## src/rtl/cast_gather_arbiter.sv

```systemverilog
// Two-input wormhole arbiter for the tile's cast_gather link: packet-level
// round-robin lock from head to tail, one registered output stage.
// Optional counters under `define CAST_GATHER_ARB_STATS_EN.
module cast_gather_arbiter #(
  parameter int DW = 32,
  parameter int TW = 2
) (
  input  logic          clk,
  input  logic          rst,
  input  logic [DW-1:0] in0_data_i,
  input  logic          in0_valid_i,
  output logic          in0_ready_o,
  input  logic [DW-1:0] in1_data_i,
  input  logic          in1_valid_i,
  output logic          in1_ready_o,
  output logic [DW-1:0] out_data_o,
  output logic          out_valid_o,
  input  logic          out_ready_i,
  output logic [1:0]    grant_o,
  output logic          err_o
`ifdef CAST_GATHER_ARB_STATS_EN
  ,
  output logic [15:0]   pkt_cnt0_o,
  output logic [15:0]   pkt_cnt1_o,
  output logic [15:0]   stall_cnt_o
`endif
);

  typedef enum logic [1:0] {S_IDLE, S_LOCK0, S_LOCK1} state_t;

  localparam logic [TW-1:0] T_BODY = TW'(0);
  localparam logic [TW-1:0] T_HEAD = TW'(1);
  localparam logic [TW-1:0] T_TAIL = TW'(2);
  localparam logic [TW-1:0] T_HT   = TW'(3);

  state_t        state_q, state_d;
  logic          rr_q, rr_d;
  logic [DW-1:0] out_data_q, out_data_d;
  logic          out_vld_q, out_vld_d;
  logic          err_q, err_d;

  logic [TW-1:0] typ0, typ1, sel_typ;
  logic [DW-1:0] sel_data;
  logic          head0, head1, cand0, cand1, any_cand, win1;
  logic          adv, rdy0, rdy1, acc0, acc1, acc, fwd;

  assign typ0     = in0_data_i[DW-1 -: TW];
  assign typ1     = in1_data_i[DW-1 -: TW];
  assign head0    = (typ0 == T_HEAD) || (typ0 == T_HT);
  assign head1    = (typ1 == T_HEAD) || (typ1 == T_HT);
  assign cand0    = in0_valid_i && head0;
  assign cand1    = in1_valid_i && head1;
  assign any_cand = cand0 || cand1;
  assign win1     = cand1 && (!cand0 || rr_q);
  assign adv      = !out_vld_q || out_ready_i;

  // State register
  always_ff @(posedge clk) begin
    if (rst) begin
      state_q    <= S_IDLE;
      rr_q       <= 1'b0;
      out_data_q <= '0;
      out_vld_q  <= 1'b0;
      err_q      <= 1'b0;
    end else begin
      state_q    <= state_d;
      rr_q       <= rr_d;
      out_data_q <= out_data_d;
      out_vld_q  <= out_vld_d;
      err_q      <= err_d;
    end
  end

  // Output / handshake decode
  always_comb begin
    rdy0 = 1'b0;
    rdy1 = 1'b0;
    case (state_q)
      S_IDLE: begin
        if (any_cand) begin
          if (win1) rdy1 = adv;
          else      rdy0 = adv;
        end else if (in0_valid_i) begin
          rdy0 = 1'b1;  // stray body/tail: sink it, nothing reaches the output
        end else if (in1_valid_i) begin
          rdy1 = 1'b1;
        end
      end
      S_LOCK0: rdy0 = adv;
      S_LOCK1: rdy1 = adv;
      default: ;
    endcase
    if (rst) begin
      rdy0 = 1'b0;
      rdy1 = 1'b0;
    end
  end

  assign acc0     = rdy0 && in0_valid_i;
  assign acc1     = rdy1 && in1_valid_i;
  assign acc      = acc0 || acc1;
  assign fwd      = acc && ((state_q != S_IDLE) || any_cand);
  assign sel_data = acc1 ? in1_data_i : in0_data_i;
  assign sel_typ  = acc1 ? typ1 : typ0;

  // Next-state logic
  always_comb begin
    state_d    = state_q;
    rr_d       = rr_q;
    out_data_d = out_data_q;
    out_vld_d  = out_vld_q;
    err_d      = err_q;
    case (state_q)
      S_IDLE: begin
        if (fwd) begin
          rr_d = !acc1;
          if (sel_typ == T_HEAD) state_d = acc1 ? S_LOCK1 : S_LOCK0;
        end
        if (acc && !fwd) err_d = 1'b1;
      end
      S_LOCK0, S_LOCK1: begin
        if (fwd && (sel_typ == T_TAIL)) state_d = S_IDLE;
        if (fwd && ((sel_typ == T_HEAD) || (sel_typ == T_HT))) err_d = 1'b1;
      end
      default: state_d = S_IDLE;
    endcase
    if (adv) begin
      out_vld_d = fwd;
      if (fwd) out_data_d = sel_data;
    end
  end

  assign in0_ready_o = rdy0;
  assign in1_ready_o = rdy1;
  assign out_data_o  = out_data_q;
  assign out_valid_o = out_vld_q;
  assign err_o       = err_q;
  assign grant_o     = {state_q == S_LOCK1, state_q == S_LOCK0};

`ifdef CAST_GATHER_ARB_STATS_EN
  logic [15:0] pkt0_q, pkt1_q, stall_q;
  logic        is_end;

  assign is_end = (sel_typ == T_TAIL) || (sel_typ == T_HT);

  always_ff @(posedge clk) begin
    if (rst) begin
      pkt0_q  <= '0;
      pkt1_q  <= '0;
      stall_q <= '0;
    end else begin
      if (fwd && is_end && acc0 && (pkt0_q != 16'hFFFF)) pkt0_q <= pkt0_q + 16'd1;
      if (fwd && is_end && acc1 && (pkt1_q != 16'hFFFF)) pkt1_q <= pkt1_q + 16'd1;
      if (out_vld_q && !out_ready_i && (stall_q != 16'hFFFF)) stall_q <= stall_q + 16'd1;
    end
  end

  assign pkt_cnt0_o  = pkt0_q;
  assign pkt_cnt1_o  = pkt1_q;
  assign stall_cnt_o = stall_q;
`else
  logic unused_body;
  assign unused_body = (T_BODY == TW'(0));
`endif

endmodule

```

## config.mk

```make
export PLATFORM = sky130hd
export DESIGN_NAME = cast_gather_arbiter
export DESIGN_NICKNAME = d
export VERILOG_FILES = /design/src/rtl/cast_gather_arbiter.sv
export SDC_FILE = /design/constraint.sdc
export NUM_CORES = 1
export LEC_CHECK = 0
export CAP_MARGIN = 30
export CORE_UTILIZATION = 30
export DETAILED_ROUTE_END_ITERATION = 16
export SETUP_SLACK_MARGIN = 0.1
export SLEW_MARGIN = 20
export SYNTH_ARGS = -nofsm -noshare
export SYNTH_HDL_FRONTEND = slang
export SYNTH_SLANG_ARGS = --single-unit
```

## constraint.sdc

```tcl
create_clock -name clk -period 3 [get_ports clk]
set_input_delay 0.75 -clock clk [delete_from_list [all_inputs] [get_ports clk]]
set_output_delay 0.75 -clock clk [all_outputs]
set_load 0.01 [all_outputs]
```

# Yosys cells after proc, flatten, opt, wreduce, memory -nomap -nowiden
# Cells that the tools add are included.
word_totals:
  ff_bits: 37
  latchBits: 0
  rom_bits: 0
  ramBits: 0
  out_inout_bits: 38
  n_memories: 0
classes:
  shift: 0
  magnitude_cmp: 0
  n_eq_ne: 14
  n_addsub: 0
  bitwise: 0
  n_mux: 21
  n_mul: 0
  div_mod_pow: 0
  reduce_logical: 29
ops:
  columns: ["cell", "n"]
  rows:
  - ["32-bit 2-to-1 mux", 1]
  - ["1-bit 2-to-1 mux", 11]
  - ["2-bit equality test (second input constant)", 5]
  - ["2-bit 2-to-1 mux", 5]
  - ["2-bit != test (second input constant)", 5]
  - ["1-bit logical AND", 9]
  - ["2-bit by 1-bit equality test with 1-bit output (second input constant)", 4]
  - ["1-bit logical OR", 8]
  - ["1-bit case mux with 2 select lines", 3]
  - ["3-bit AND reduction", 2]
  - ["1-bit zero test", 4]
  - ["2-bit case mux with 2 select lines", 1]
  - ["2-bit AND reduction", 2]
  - ["2-bit nonzero test", 2]
  - ["2-bit zero test", 1]
  - ["2-bit OR reduction", 1]

# Longest topological paths before layout
depth:
  word_depth: 17
  mapped_depth: 11
  ltp_nobuf: 7

# Worst setup path before layout
# No wires, ideal clock.
synth_timing:
  path_type: "input to register"
  start: "input port in0_valid_i"
  end: "register state_q[0]"
  setup_slack_ns: 0.704
  path_stages: 7
  setup_time_ns: 0.134
  t_arrival_ns: 2.162
  cell_sequence: "buf_4 -> nor3b_4 -> o21ai_1 -> or2_1 -> buf_6 -> o41ai_1 -> o41ai_1"
synth_between:
  elab_chain_len: 14
  word_cells_on_any_way: 32
  cone_classes: "5 x eq/ne; 15 x mux; 12 x reduce/logical"
synth_rtl:
  columns: ["element", "line", "rtl"]
  rows:
  - ["start, declared", "11", "input logic in0_valid_i,"]
  - ["1-bit logical AND", "51", "assign cand0 = in0_valid_i && head0;"]
  - ["1-bit zero test", "54", "assign win1 = cand1 && (!cand0 || rr_q);"]
  - ["1-bit logical OR", "54", null]
  - ["1-bit logical AND", "54", null]
  - ["1-bit 2-to-1 mux", "81", "if (win1) rdy1 = adv;"]
  - ["1-bit 2-to-1 mux", "80", "if (any_cand) begin"]
  - ["1-bit case mux with 2 select lines", "78", "case (state_q)"]
  - ["1-bit 2-to-1 mux", "93", "if (rst) begin"]
  - ["1-bit logical AND (on tied branches)", "100, 99", null]
  - ["2-bit 2-to-1 mux / 1-bit logical OR (equally long branches)", "104, 101", null]
  - ["2-bit equality test / 1-bit logical AND (equally long branches)", "122, 102", null]
  - ["1-bit logical AND", "122", "if (fwd && (sel_typ == T_TAIL)) state_d = S_IDLE;"]
  - ["2-bit != test (no line)", null, null]
  - ["3-bit AND reduction (no line)", null, null]
  - ["end signal, assigned", "66", "state_q <= state_d;"]
  - ["end, declared", "36", "state_t state_q, state_d;"]
# Parallel ways exist; a longest one is shown, timed or not. The select of a mux whose other input is x is not followed.
# A chain may end at the register's enable or synchronous reset.

# Worst setup path in the final report
layout_timing:
  start: "input port in1_data_i[30]"
  end: "output port in1_ready_o"
layout_between:
  elab_chain_len: 8
  word_cells_on_any_way: 10
  cone_classes: "2 x eq/ne; 4 x mux; 4 x reduce/logical"
layout_rtl:
  columns: ["element", "line", "rtl"]
  rows:
  - ["start, declared", "13", "input logic [DW-1:0] in1_data_i,"]
  - ["2-bit by 1-bit equality test with 1-bit output / 2-bit equality test (equally long branches)", "50", "assign head1 = (typ1 == T_HEAD) || (typ1 == T_HT);"]
  - ["1-bit logical OR *", "50", null]
  - ["1-bit logical AND *", "52", "assign cand1 = in1_valid_i && head1;"]
  - ["1-bit logical AND", "54", null]
  - ["1-bit 2-to-1 mux", "81", null]
  - ["1-bit 2-to-1 mux *", "80", null]
  - ["1-bit case mux with 2 select lines *", "78", null]
  - ["1-bit 2-to-1 mux *", "93", null]
  - ["end, declared", "15", "output logic in1_ready_o,"]
# Every way passes the cells marked *; elsewhere a longest branch is shown, timed or not.

==> insert_results.sql <==
INSERT INTO impl_metrics (metric_group, metric, value, unit) VALUES
('finish', 'final_design_area_no_fill', '0.003578', 'mm²'),
('synth', 'synth_cells', '217', ''),
('route', 'detailroute.via_count', '2109', ''),
('worst_setup_path', 'worstPathRequired', '2.25', 'ns'),
('timing', 'final-setup-viol-count', '0', ''),
('cts', 'cts_buffer_depth', '2', ''),
('timing', 'setup_total_negative_slack', '0', 'ns'),
('synth', 'synthDominantCellAreaShare', '33.43', '%'),
('die', 'pin_count', '107', ''),
('power', 'power.leakage', '1.476', 'nW'),
('die', 'initial_core_util', '31.74', '%'),
('power', 'total_switching_power', '358.4', 'µW'),
('worst_hold_path', 'hold_path_class', 'reg2reg', ''),
('finish', 'areaGrowthSynthToFinish', '61.49', '%'),
('worst_setup_path', 'worst_path_cell_trace', 'clkdlybuf4s50_1 -> and2_1 -> a31o_2 -> a22oi_1 -> nor2_1 -> clkdlybuf4s15_1', ''),
('global_routing', 'track_usage', '16.00', '%'),
('worst_hold_path', 'holdPathEnd', 'err_o$_SDFFE_PP0P_', ''),
('worst_setup_path', 'crit_fanout', '3', ''),
('finish', 'multi_input_area', '0.001303', 'mm²'),
('synth', 'top_ff_cell_synth', 'sky130_fd_sc_hd__dfxtp_1', ''),
('placement', 'place_area', '0.003455', 'mm²'),
('timing', 'post-route-period-util', '92.89', '%'),
('placement', 'hpwl', '4556', 'µm'),
('placement', 'portBuffers', '106', ''),
('synth', 'synth_top_cells_by_area', 'sky130_fd_sc_hd__dfxtp_1, sky130_fd_sc_hd__a211oi_2, sky130_fd_sc_hd__mux2i_1, sky130_fd_sc_hd__nor3_1, sky130_fd_sc_hd__buf_6', ''),
('worst_hold_path', 'min_path_cells', '2', ''),
('die', 'die_area', '0.007734', 'mm²'),
('timing', 'unrepaired_setup_endpoints_after_global_routing', 'false', ''),
('worst_setup_path', 'crit_path_end_kind', 'output port', ''),
('worst_setup_path', 'worst-r2r-setup-slack', '0.64', 'ns'),
('cts', 'cts.sink_count', '37', ''),
('finish', 'antenna_diode_count', '0', ''),
('synth', 'syn_avg_cell_area', '10.21', 'µm²'),
('cts', 'cts_max_level', '2', ''),
('finish', 'finalCoreUtilization', '51.25', '%'),
('power', 'pwr-share-seq', '38.9', '%'),
('global_routing', 'grt_pass1_vias', '2054', ''),
('finish', 'filler_cell_count', '661', ''),
('route', 'avgViaCountPerCell', '4.916', ''),
('power', 'power.combinational.fraction', '29.1', '%'),
('synth', 'synth.cell_area', '0.002216', 'mm²'),
('power', 'netSwitchingFraction', '25.81', '%'),
('worst_setup_path', 'regToRegStartpoint', 'state_q[0]$_SDFFE_PP0P_', ''),
('cts', 'cts_buffers', '5', ''),
('outcome', 'status', 'completed', ''),
('global_routing', 'grt_max_degree', '31', ''),
('finish', 'finalNetCount', '405', ''),
('synth', 'syn_nets', '290', ''),
('synth', 'postSynthRegisterBits', '37', ''),
('timing', 'relSlewSlack', '64.80', '%'),
('placement', 'gp_routability_congestion', '0.8178', ''),
('worst_setup_path', 'crit_path_top_delay_cell', 'sky130_fd_sc_hd__clkdlybuf4s50_1', ''),
('power', 'part_of_the_total_power_dissipated_in_the_clock_network', '31.9', '%'),
('die', 'core_region_area', '0.006982', 'mm²'),
('cts', 'worst_skew_pair.late_latency', '0.28', 'ns'),
('cts', 'cts.clk_slew.worst_paths', '0.08', 'ns'),
('finish', 'layout-drive-gt1-share', '21.32', '%'),
('route', 'dr.pass1.iters', '3', ''),
('route', 'drt_drc_violations_left', '0', ''),
('synth', 'synth_sequential_area_ratio', '33.43', '%'),
('timing', 'fin_crit', '2.787', 'ns'),
('synth', 'synth_top_cells_by_count', 'sky130_fd_sc_hd__dfxtp_1, sky130_fd_sc_hd__nor3_1, sky130_fd_sc_hd__a211oi_2, sky130_fd_sc_hd__mux2i_1, sky130_fd_sc_hd__buf_6', ''),
('synth', 'synth-warning-count', '0', ''),
('worst_setup_path', 'cp_data_arrival_time', '2.04', 'ns'),
('power', 'max-vdd-ir-drop', '0.1794', 'mV'),
('timing', 'setup_clock_skew_after_layout', '0.008826', 'ns'),
('worst_setup_path', 'ff_to_ff_end', 'out_data_o[17]$_SDFFE_PP0P_', ''),
('global_routing', 'initial_antenna_violation_count', '0', ''),
('synth', 'synth-edff-count', '0', ''),
('power', 'power.internal', '1.030', 'mW'),
('route', 'totalWireLength', '6063', 'µm');
[cells by family (layout without fill, tap and decap cells)]
family,count (synthesis),count (layout),share of synthesized area [%]
adders and majority gates,4,4,2.259
buffers and inverters,28,144,8.357
DFF,37,37,33.43
and+or+nand+nor,61,61,15.36
muxes,30,30,13.55
AOI/OAI and AO/OA,57,57,27.05
[worst max-delay path by stage]
stage	end	from	cells past startpoint	slack, ns
after floorplan	state_q[0]$_SDFFE_PP0P_	in0_valid_i	7	0.70
after global routing	in1_ready_o	in1_data_i[30]	6	0.14
after CTS	in1_ready_o	in0_valid_i	6	0.11
after detailed placement	in1_ready_o	in0_data_i[30]	6	-0.12
final	in1_ready_o	in1_data_i[30]	6	0.21
after global placement	in1_ready_o	in0_data_i[30]	6	-0.10
[layout by cell type, fill, tap and decap left out, types with 2 or more instances in the layout]
cell type,Yosys,layout
sky130_fd_sc_hd__a211oi_2,31,30
sky130_fd_sc_hd__a21oi_1,2,2
sky130_fd_sc_hd__a311oi_1,2,2
sky130_fd_sc_hd__a31oi_1,2,2
sky130_fd_sc_hd__and2_1,2,2
sky130_fd_sc_hd__buf_12,0,3
sky130_fd_sc_hd__buf_4,1,21
sky130_fd_sc_hd__clkbuf_8,0,6
sky130_fd_sc_hd__clkdlybuf4s50_1,0,100
sky130_fd_sc_hd__dfxtp_1,37,37
sky130_fd_sc_hd__dlygate4sd2_1,0,2
sky130_fd_sc_hd__dlymetal6s2s_1,0,2
sky130_fd_sc_hd__ha_1,4,4
sky130_fd_sc_hd__inv_1,6,6
sky130_fd_sc_hd__mux2i_1,30,30
sky130_fd_sc_hd__nand2_1,3,3
sky130_fd_sc_hd__nor2_1,5,5
sky130_fd_sc_hd__nor2b_1,2,2
sky130_fd_sc_hd__nor3_1,36,35
sky130_fd_sc_hd__o211ai_1,2,2
sky130_fd_sc_hd__o21ai_0,2,2
sky130_fd_sc_hd__o21ai_1,2,2
sky130_fd_sc_hd__o31ai_1,2,2
sky130_fd_sc_hd__o41ai_1,3,3
sky130_fd_sc_hd__or2_2,0,2
[power by group through the flow]
stage | combinational [mW] | clock, mW | sequential (mW)
finish | 0.404 | 0.443 | 0.541
floorplan | 0.187 | 0 | 0.566
CTS | 0.410 | 0.455 | 0.541
global placement | 0.405 | 0 | 0.551
global route | 0.437 | 0.478 | 0.544
detailed placement | 0.410 | 0 | 0.552
[critical path, delay by kind of cell]
family,cells,cell delay (ns)
AND/OR/NAND/NOR,2,0.23
AO/OA/AOI/OAI,2,0.39
buffers and inverters,2,0.66
[metrics by stage]
stage	worst slack, ns	std cells	hold slack (ns)	power (mW)
2_1_floorplan	0.7041	217	0.4927	0.7530
3_3_place_gp	-0.1050	421	0.4643	0.9567
3_5_place_dp	-0.1162	421	0.4726	0.9615
4_1_cts	0.1106	429	0.4863	1.406
5_1_grt	0.1377	429	0.5041	1.459
6_report	0.2134	429	0.4806	1.388
[area by class of cell]
class	count	share of cell area (%)
clock buffer	7	2.413
tap	96	3.357
inverter	6	0.6294
clock inverter	1	0.8392
multi-input combinational	152	36.40
timing repair buffer	130	35.66
sequential	37	20.70
[sequential cells by signal, indices dropped and copies added (netlist names)]
register and flops:
out_data_o 32, out_valid_o 1, rr_q 1, state_q 2
err_o 1
[timing repair]
item	CTS	global route
setup endpoints to repair	2	1
pin swaps	0	0
cloned	0	0
gates resized for setup	4	3
[per-layer routing]
| layer | track usage [%] | up-vias | share of wire, % | routed length, µm |
|---|---|---|---|---|
| li1 | - | 1053 | - | - |
| met1 | 20.16 | 979 | 46 | 2761 |
| met2 | 26.78 | 69 | 45 | 2756 |
| met3 | 4.524 | 8 | 7.9 | 477 |
| met4 | 4.173 | 0 | 1.1 | 68 |
| met5 | 0 | - | 0 | 0 |
(Power assumes the default switching activity.)
